--- src/rtl/mult_pkg.sv ---
// rtl/mult_pkg.sv - shared types, widths and saturation helper for the multiplier datapath
// Purpose: constants and helpers shared by mult, mult_accumulator and the tester.
// Contents:
//   PROD_W    width of the signed product produced by mult
//   SAT_W     working width used by sat_add (accumulators up to SAT_W-1 bits)
//   state_e   accumulator frame state
//   sat_e     saturation outcome of an addition
//   sat_add   classify a + b against a signed w-bit range
package mult_pkg;

  localparam int PROD_W = 16;
  localparam int SAT_W  = 64;

  typedef enum logic [1:0] {
    IDLE  = 2'd0,
    ACCUM = 2'd1,
    FULL  = 2'd2
  } state_e;

  typedef enum logic [1:0] {
    SAT_NONE = 2'd0,
    SAT_HI   = 2'd1,
    SAT_LO   = 2'd2
  } sat_e;

  // Operands arrive sign-extended to SAT_W, so the sum cannot wrap for any
  // w below SAT_W; the caller substitutes max/min when told to.
  function automatic sat_e sat_add(input logic signed [SAT_W-1:0] a,
                                   input logic signed [SAT_W-1:0] b,
                                   input int w);
    logic signed [SAT_W-1:0] s;
    logic signed [SAT_W-1:0] mx;
    logic signed [SAT_W-1:0] mn;
    s  = a + b;
    mx = (64'sd1 <<< (w - 1)) - 64'sd1;
    mn = -mx - 64'sd1;
    if (s > mx) begin
      return SAT_HI;
    end else if (s < mn) begin
      return SAT_LO;
    end
    return SAT_NONE;
  endfunction

endpackage

--- src/rtl/done_edge_det.sv ---
// rtl/done_edge_det.sv - rising-edge detector for the mult done level
// Purpose: one-cycle capture strobe on each rising edge of done.
// Ports:
//   clk   in   system clock, rising edge
//   rst   in   asynchronous active-high reset
//   done  in   done level from mult
//   cap   out  high for the cycle in which done first reads high
module done_edge_det (
  input  logic clk,
  input  logic rst,
  input  logic done,
  output logic cap
);

  logic done_q;

  // Resets to 1 so a done already high when reset releases is not a capture.
  always_ff @(posedge clk or posedge rst) begin
    if (rst) begin
      done_q <= 1'b1;
    end else begin
      done_q <= done;
    end
  end

  assign cap = done & ~done_q;

endmodule

--- src/rtl/mult_accumulator.sv ---
// rtl/mult_accumulator.sv - saturating frame accumulator of mult products
// Purpose: sums FRAME_LEN signed products into a saturating ACC_W-bit
//   accumulator and holds the frame result until acknowledged.
// Ports:
//   clk        in   system clock, rising edge
//   rst        in   asynchronous active-high reset
//   r          in   signed product from mult
//   done       in   mult done level; rising edge marks a new valid r
//   clear      in   synchronous abort: discard frame, clear flags
//   ack        in   consumer accepted the frame result
//   acc        out  signed running/frame sum
//   count      out  products accumulated in current frame
//   acc_valid  out  frame complete, acc frozen
//   overflow   out  sticky saturation flag for this frame
//   dropped    out  sticky flag: a product arrived while full
module mult_accumulator
  import mult_pkg::*;
#(
  parameter int ACC_W     = 24,
  parameter int FRAME_LEN = 4,
  localparam int CNT_W    = $clog2(FRAME_LEN + 1)
) (
  input  logic                    clk,
  input  logic                    rst,
  input  logic [PROD_W-1:0]       r,
  input  logic                    done,
  input  logic                    clear,
  input  logic                    ack,
  output logic signed [ACC_W-1:0] acc,
  output logic [CNT_W-1:0]        count,
  output logic                    acc_valid,
  output logic                    overflow,
  output logic                    dropped
);

  localparam logic [CNT_W-1:0] FRAME_CNT = CNT_W'(FRAME_LEN);
  localparam logic [CNT_W-1:0] CNT_ONE   = CNT_W'(1);
  localparam logic signed [ACC_W-1:0] ACC_MAX = {1'b0, {(ACC_W-1){1'b1}}};
  localparam logic signed [ACC_W-1:0] ACC_MIN = {1'b1, {(ACC_W-1){1'b0}}};

  logic cap;

  state_e                  state_q, state_d;
  logic signed [ACC_W-1:0] acc_q, acc_d;
  logic [CNT_W-1:0]        count_q, count_d;
  logic                    valid_q, valid_d;
  logic                    ovf_q, ovf_d;
  logic                    drop_q, drop_d;

  logic signed [ACC_W-1:0] r_ext;
  logic signed [SAT_W-1:0] acc_wide;
  logic signed [SAT_W-1:0] r_wide;
  logic [CNT_W-1:0]        count_inc;
  sat_e                    sat;

  done_edge_det u_edge (
    .clk  (clk),
    .rst  (rst),
    .done (done),
    .cap  (cap)
  );

  assign r_ext     = {{(ACC_W-PROD_W){r[PROD_W-1]}}, r};
  assign acc_wide  = {{(SAT_W-ACC_W){acc_q[ACC_W-1]}}, acc_q};
  assign r_wide    = {{(SAT_W-PROD_W){r[PROD_W-1]}}, r};
  assign count_inc = count_q + CNT_ONE;
  assign sat       = sat_add(acc_wide, r_wide, ACC_W);

  always_comb begin
    state_d = state_q;
    acc_d   = acc_q;
    count_d = count_q;
    valid_d = valid_q;
    ovf_d   = ovf_q;
    drop_d  = drop_q;
    if (clear) begin
      // A capture in the same cycle is discarded with the frame.
      state_d = IDLE;
      acc_d   = '0;
      count_d = '0;
      valid_d = 1'b0;
      ovf_d   = 1'b0;
      drop_d  = 1'b0;
    end else begin
      unique case (state_q)
        IDLE: begin
          if (cap) begin
            acc_d   = r_ext;
            count_d = CNT_ONE;
            if (FRAME_LEN == 1) begin
              state_d = FULL;
              valid_d = 1'b1;
            end else begin
              state_d = ACCUM;
            end
          end
        end
        ACCUM: begin
          if (cap) begin
            count_d = count_inc;
            unique case (sat)
              SAT_HI: begin
                acc_d = ACC_MAX;
                ovf_d = 1'b1;
              end
              SAT_LO: begin
                acc_d = ACC_MIN;
                ovf_d = 1'b1;
              end
              default: acc_d = acc_q + r_ext;
            endcase
            if (count_inc == FRAME_CNT) begin
              state_d = FULL;
              valid_d = 1'b1;
            end
          end
        end
        FULL: begin
          // ack outranks a coincident capture: frame released, product dropped silently.
          if (ack) begin
            state_d = IDLE;
            acc_d   = '0;
            count_d = '0;
            valid_d = 1'b0;
            ovf_d   = 1'b0;
            drop_d  = 1'b0;
          end else if (cap) begin
            drop_d = 1'b1;
          end
        end
        default: state_d = IDLE;
      endcase
    end
  end

  always_ff @(posedge clk or posedge rst) begin
    if (rst) begin
      state_q <= IDLE;
      acc_q   <= '0;
      count_q <= '0;
      valid_q <= 1'b0;
      ovf_q   <= 1'b0;
      drop_q  <= 1'b0;
    end else begin
      state_q <= state_d;
      acc_q   <= acc_d;
      count_q <= count_d;
      valid_q <= valid_d;
      ovf_q   <= ovf_d;
      drop_q  <= drop_d;
    end
  end

  assign acc       = acc_q;
  assign count     = count_q;
  assign acc_valid = valid_q;
  assign overflow  = ovf_q;
  assign dropped   = drop_q;

endmodule

--- config.mk ---
export PLATFORM = sky130hd
export DESIGN_NAME = mult_accumulator
export DESIGN_NICKNAME = d
export VERILOG_FILES = /design/src/rtl/mult_pkg.sv /design/src/rtl/done_edge_det.sv /design/src/rtl/mult_accumulator.sv
export SDC_FILE = /design/constraint.sdc
export NUM_CORES = 1
export LEC_CHECK = 0
export ABC_AREA = 1
export CAP_MARGIN = 25
export CORE_AREA = 2 2 88 90
export CTS_BUF_LIST = sky130_fd_sc_hd__clkbuf_4
export DETAILED_ROUTE_END_ITERATION = 16
export DIE_AREA = 0 0 90 92
export PLACE_DENSITY = 0.78
export REMOVE_ABC_BUFFERS = 1
export SETUP_SLACK_MARGIN = 0.5
export SYNTH_ARGS = -nofsm -noshare
export SYNTH_HDL_FRONTEND = slang
export SYNTH_SLANG_ARGS = --single-unit
--- constraint.sdc ---
create_clock -name clk -period 4.2 [get_ports clk]
set_input_delay 0.84 -clock clk [delete_from_list [all_inputs] [get_ports clk]]
set_output_delay 0.84 -clock clk [all_outputs]
set_load 0.02 [all_outputs]
==> results.md <==
- Fillers: 759
- Critical-path top delay cell: clkdlybuf4s50_1
- Seq/Total Area, Yosys: 23.1%
- Commonest non-fill, non-tap cell in the layout: nand2_1
- CTS root buf: clkbuf_4
- Syn Inst Count: 569
- R2r setup slk: 1.37 ns
- Part of the cycle the worst path needs: 81.0%
- Antenna diodes: 0
- Peak supply drop: 0.000342 V
- Worst-skew pair later-pin latency: 0.34 ns
- H-tree lvl count: 2
- Drt drc: 0
- Unique masters post-synth: 36
- WP data required: 4.48 ns
- Vias in the first global route: 3586
- Most used DFF post-synth: dfrtp_1
- Vias: 3667
- Startpoint types: input port
- Row cnt: 32
- Most common cell on crit path: nand2_1
- Placed wire-length estimate: 7.51 mm
- Worst EP arrival: 3.69 ns
- Input/output buffers: 50
- Average footprint of a synthesized cell: 6.28 sq um
- Synth top area share: 25.8%
- Wire per inst: 12.9 um
- Crit path capture type: register
- Global route overflow: 0
- Reg clk slew, reported paths: 0.11 ns
- Final Hold Vio Count: 0
- Fin. max-slew vios: 0
- Leading post-synthesis cells by cell area: nand2_1 (26%), dfrtp_1 (22%), ha_1 (11%), inv_1 (5.6%), nand3_1 (5.5%)
- Non-filler instance count after layout: 718
- Gr usage total: 23.7%
- Initial antenna violation count: 0
- Least-Margin Pin Slew: 0.946 ns
- CP Cell Sequence: clkdlybuf4s50_1, ha_1, fa_1, nand2_1, nand2_1, nand3_1, nand2_2, nand2_1, nand3_1, nand2_1, nand2_1, nand2_4, nand2_4, nor2_8, nand2_1, nand2_1, nand2_1, nand2_1
- #FFs+latches synth: 33
- P_leak: 2.26 nW
- Unrepaired setup endpoints after global routing: false
- Hold-fix buffers, CTS: 0
- Minimum clock period: 3.40 ns
- Hold Crit Class: reg -> reg
- Drt pass-1 iters: 4
- Clock Skew: 0.00621 ns
- Synth area leader: nand2_1
- DR iter-0 viols: 286
- Asr flop ratio synth: 100%
- Pin count of the biggest net entering global routing: 30
- Initial core utilization: 48.0%
- PwrDens: 784 mW/mm^2
- CP max FO: 25
- Post-layout util: 56.9%
- Die ar.: 0.00828 sq mm
- Status: complete, no violations
- Share of layout cells above drive strength 1: 8.44%
- Vias per inst: 5.11
- Slew headroom: 36.9%
- Cts bufs inserted: 5
- Post-DRT Antenna Nets: 0
- Sink Count: 33
- Setup_tns: 0 ns
- RePlAce Congestion: 0.956
- First-pass GRT wire length: 16.3 mm
- Peak Freq: 294 MHz
- Synthesized cell area: 0.00357 sq mm
- Die Span X: 90 um
- Worst Slack Setup Final: 0.797 ns
- Critical path class: in -> reg
- Total wire length: 9.30 mm
- Pre-CTS setup slack: 0.426 ns
- Clock Path Buffers: 2
- YS warnings: 0
- Area Overhead vs Synth: 18.4%
- Commonest cells after routing, fill and taps aside: nand2_1 (246), inv_1 (53), clkdlybuf4s50_1 (49), nand3_1 (39), dfrtp_1 (32)
- Placeable core area: 0.00745 sq mm
- Die Y: 92 um
- Max cap viols: 0
- Final Setup Violations: 0
- Placed insts: 710
- Num ports: 51
- Worst path max stage delay: 0.45 ns
- Final net count: 667
- CTS tree: yes
- Post-synth EDFFs: 0
[report_power, final]
part / switching (mW) / total, mW / internal (mW)
Combinational: 1.58 / 2.50 / 0.921
Clock: 0.116 / 0.246 / 0.130
Sequential: 0.122 / 0.574 / 0.452
[layout make-up]
type / instances / area (sq um) / area share, %
repair buffers: 52 / 518 / 12.2
inverters: 56 / 210 / 4.96
clock inverters: 2 / 33.8 / 0.798
clock buffers: 6 / 45.0 / 1.06
well taps: 102 / 128 / 3.01
flip-flops and latches: 33 / 827 / 19.5
multi-input cells: 467 / 2470 / 58.4
[critical path: cells and delay by family]
kind                     cells  cell delay [ns]
AND/OR/NAND/NOR             15             1.69
buffers and inverters        1             0.45
adder cells (fa/ha/maj)      2             0.72
[metrics by stage]
stage | hold slack (ns) | cell area, sq um | power [mW]
after floorplan | 0.477 | 3500 | 2.33
after global routing | 0.526 | 4230 | 3.67
after detailed placement | 0.482 | 4150 | 3.06
after global placement | 0.473 | 4150 | 3.03
final | 0.495 | 4230 | 3.32
after CTS | 0.509 | 4230 | 3.33
[path summary, 6_finish.rpt]
| kind | startpoint | endpoint | cells past startpoint |
|---|---|---|---|
| setup / recovery | r[0] | acc[12]$_DFFE_PP0P_ | 18 |
| hold / removal | overflow$_DFFE_PP0P_ | overflow$_DFFE_PP0P_ | 2 |
| setup reg to reg | acc[0]$_DFFE_PP0P_ | acc[12]$_DFFE_PP0P_ | 17 |
| hold reg to reg | overflow$_DFFE_PP0P_ | overflow$_DFFE_PP0P_ | 2 |
| max in group asynchronous | rst | state_q[0]$_DFFE_PP0P_ | 3 |
| min in group asynchronous | rst | acc[6]$_DFFE_PP0P_ | 2 |
[routing by layer]
metal	up-vias	track usage (%)	wire length [um]
met2	89	40.3	4290
met4	0	5.64	136
met3	14	3.53	440
li1	1893	-	-
met1	1671	31.9	4430
met5	-	0	0
[cell usage after synthesis (4+ instances only)]
library cell,instances
o21ai_0,10
nor2_2,8
dfrtp_1,32
nor2_1,29
ha_1,30
nand2_1,246
a21oi_1,23
nand2_2,18
nand4_1,11
xor2_1,4
o21bai_1,6
nand3b_1,4
xnor2_1,12
buf_2,8
nand3_1,39
inv_1,53
[cells by family (layout without fill, tap and decap cells)]
| kind of cell | Yosys count | count (layout) | share of synthesized area, % |
|---|---|---|---|
| simple gates | 371 | 371 | 45.7 |
| xor+xnor | 16 | 16 | 3.92 |
| buf+inv | 69 | 116 | 8.09 |
| flops | 33 | 33 | 23.1 |
| compound gates | 49 | 49 | 8.09 |
| fa+ha+maj | 31 | 31 | 11.1 |
[sequential cells by signal (all words and copies together) (netlist names)]
register       count
acc               24
count              3
state_q            2
acc_valid          1
dropped            1
overflow           1
u_edge.done_q      1
[repair_timing]
action | 4_1_cts | 5_1_grt
setup endpoints to repair | 0 | 14
resized for setup | 0 | 1
setup buffers | 0 | 0
Note: power is estimated with default switching activity, not from simulation.
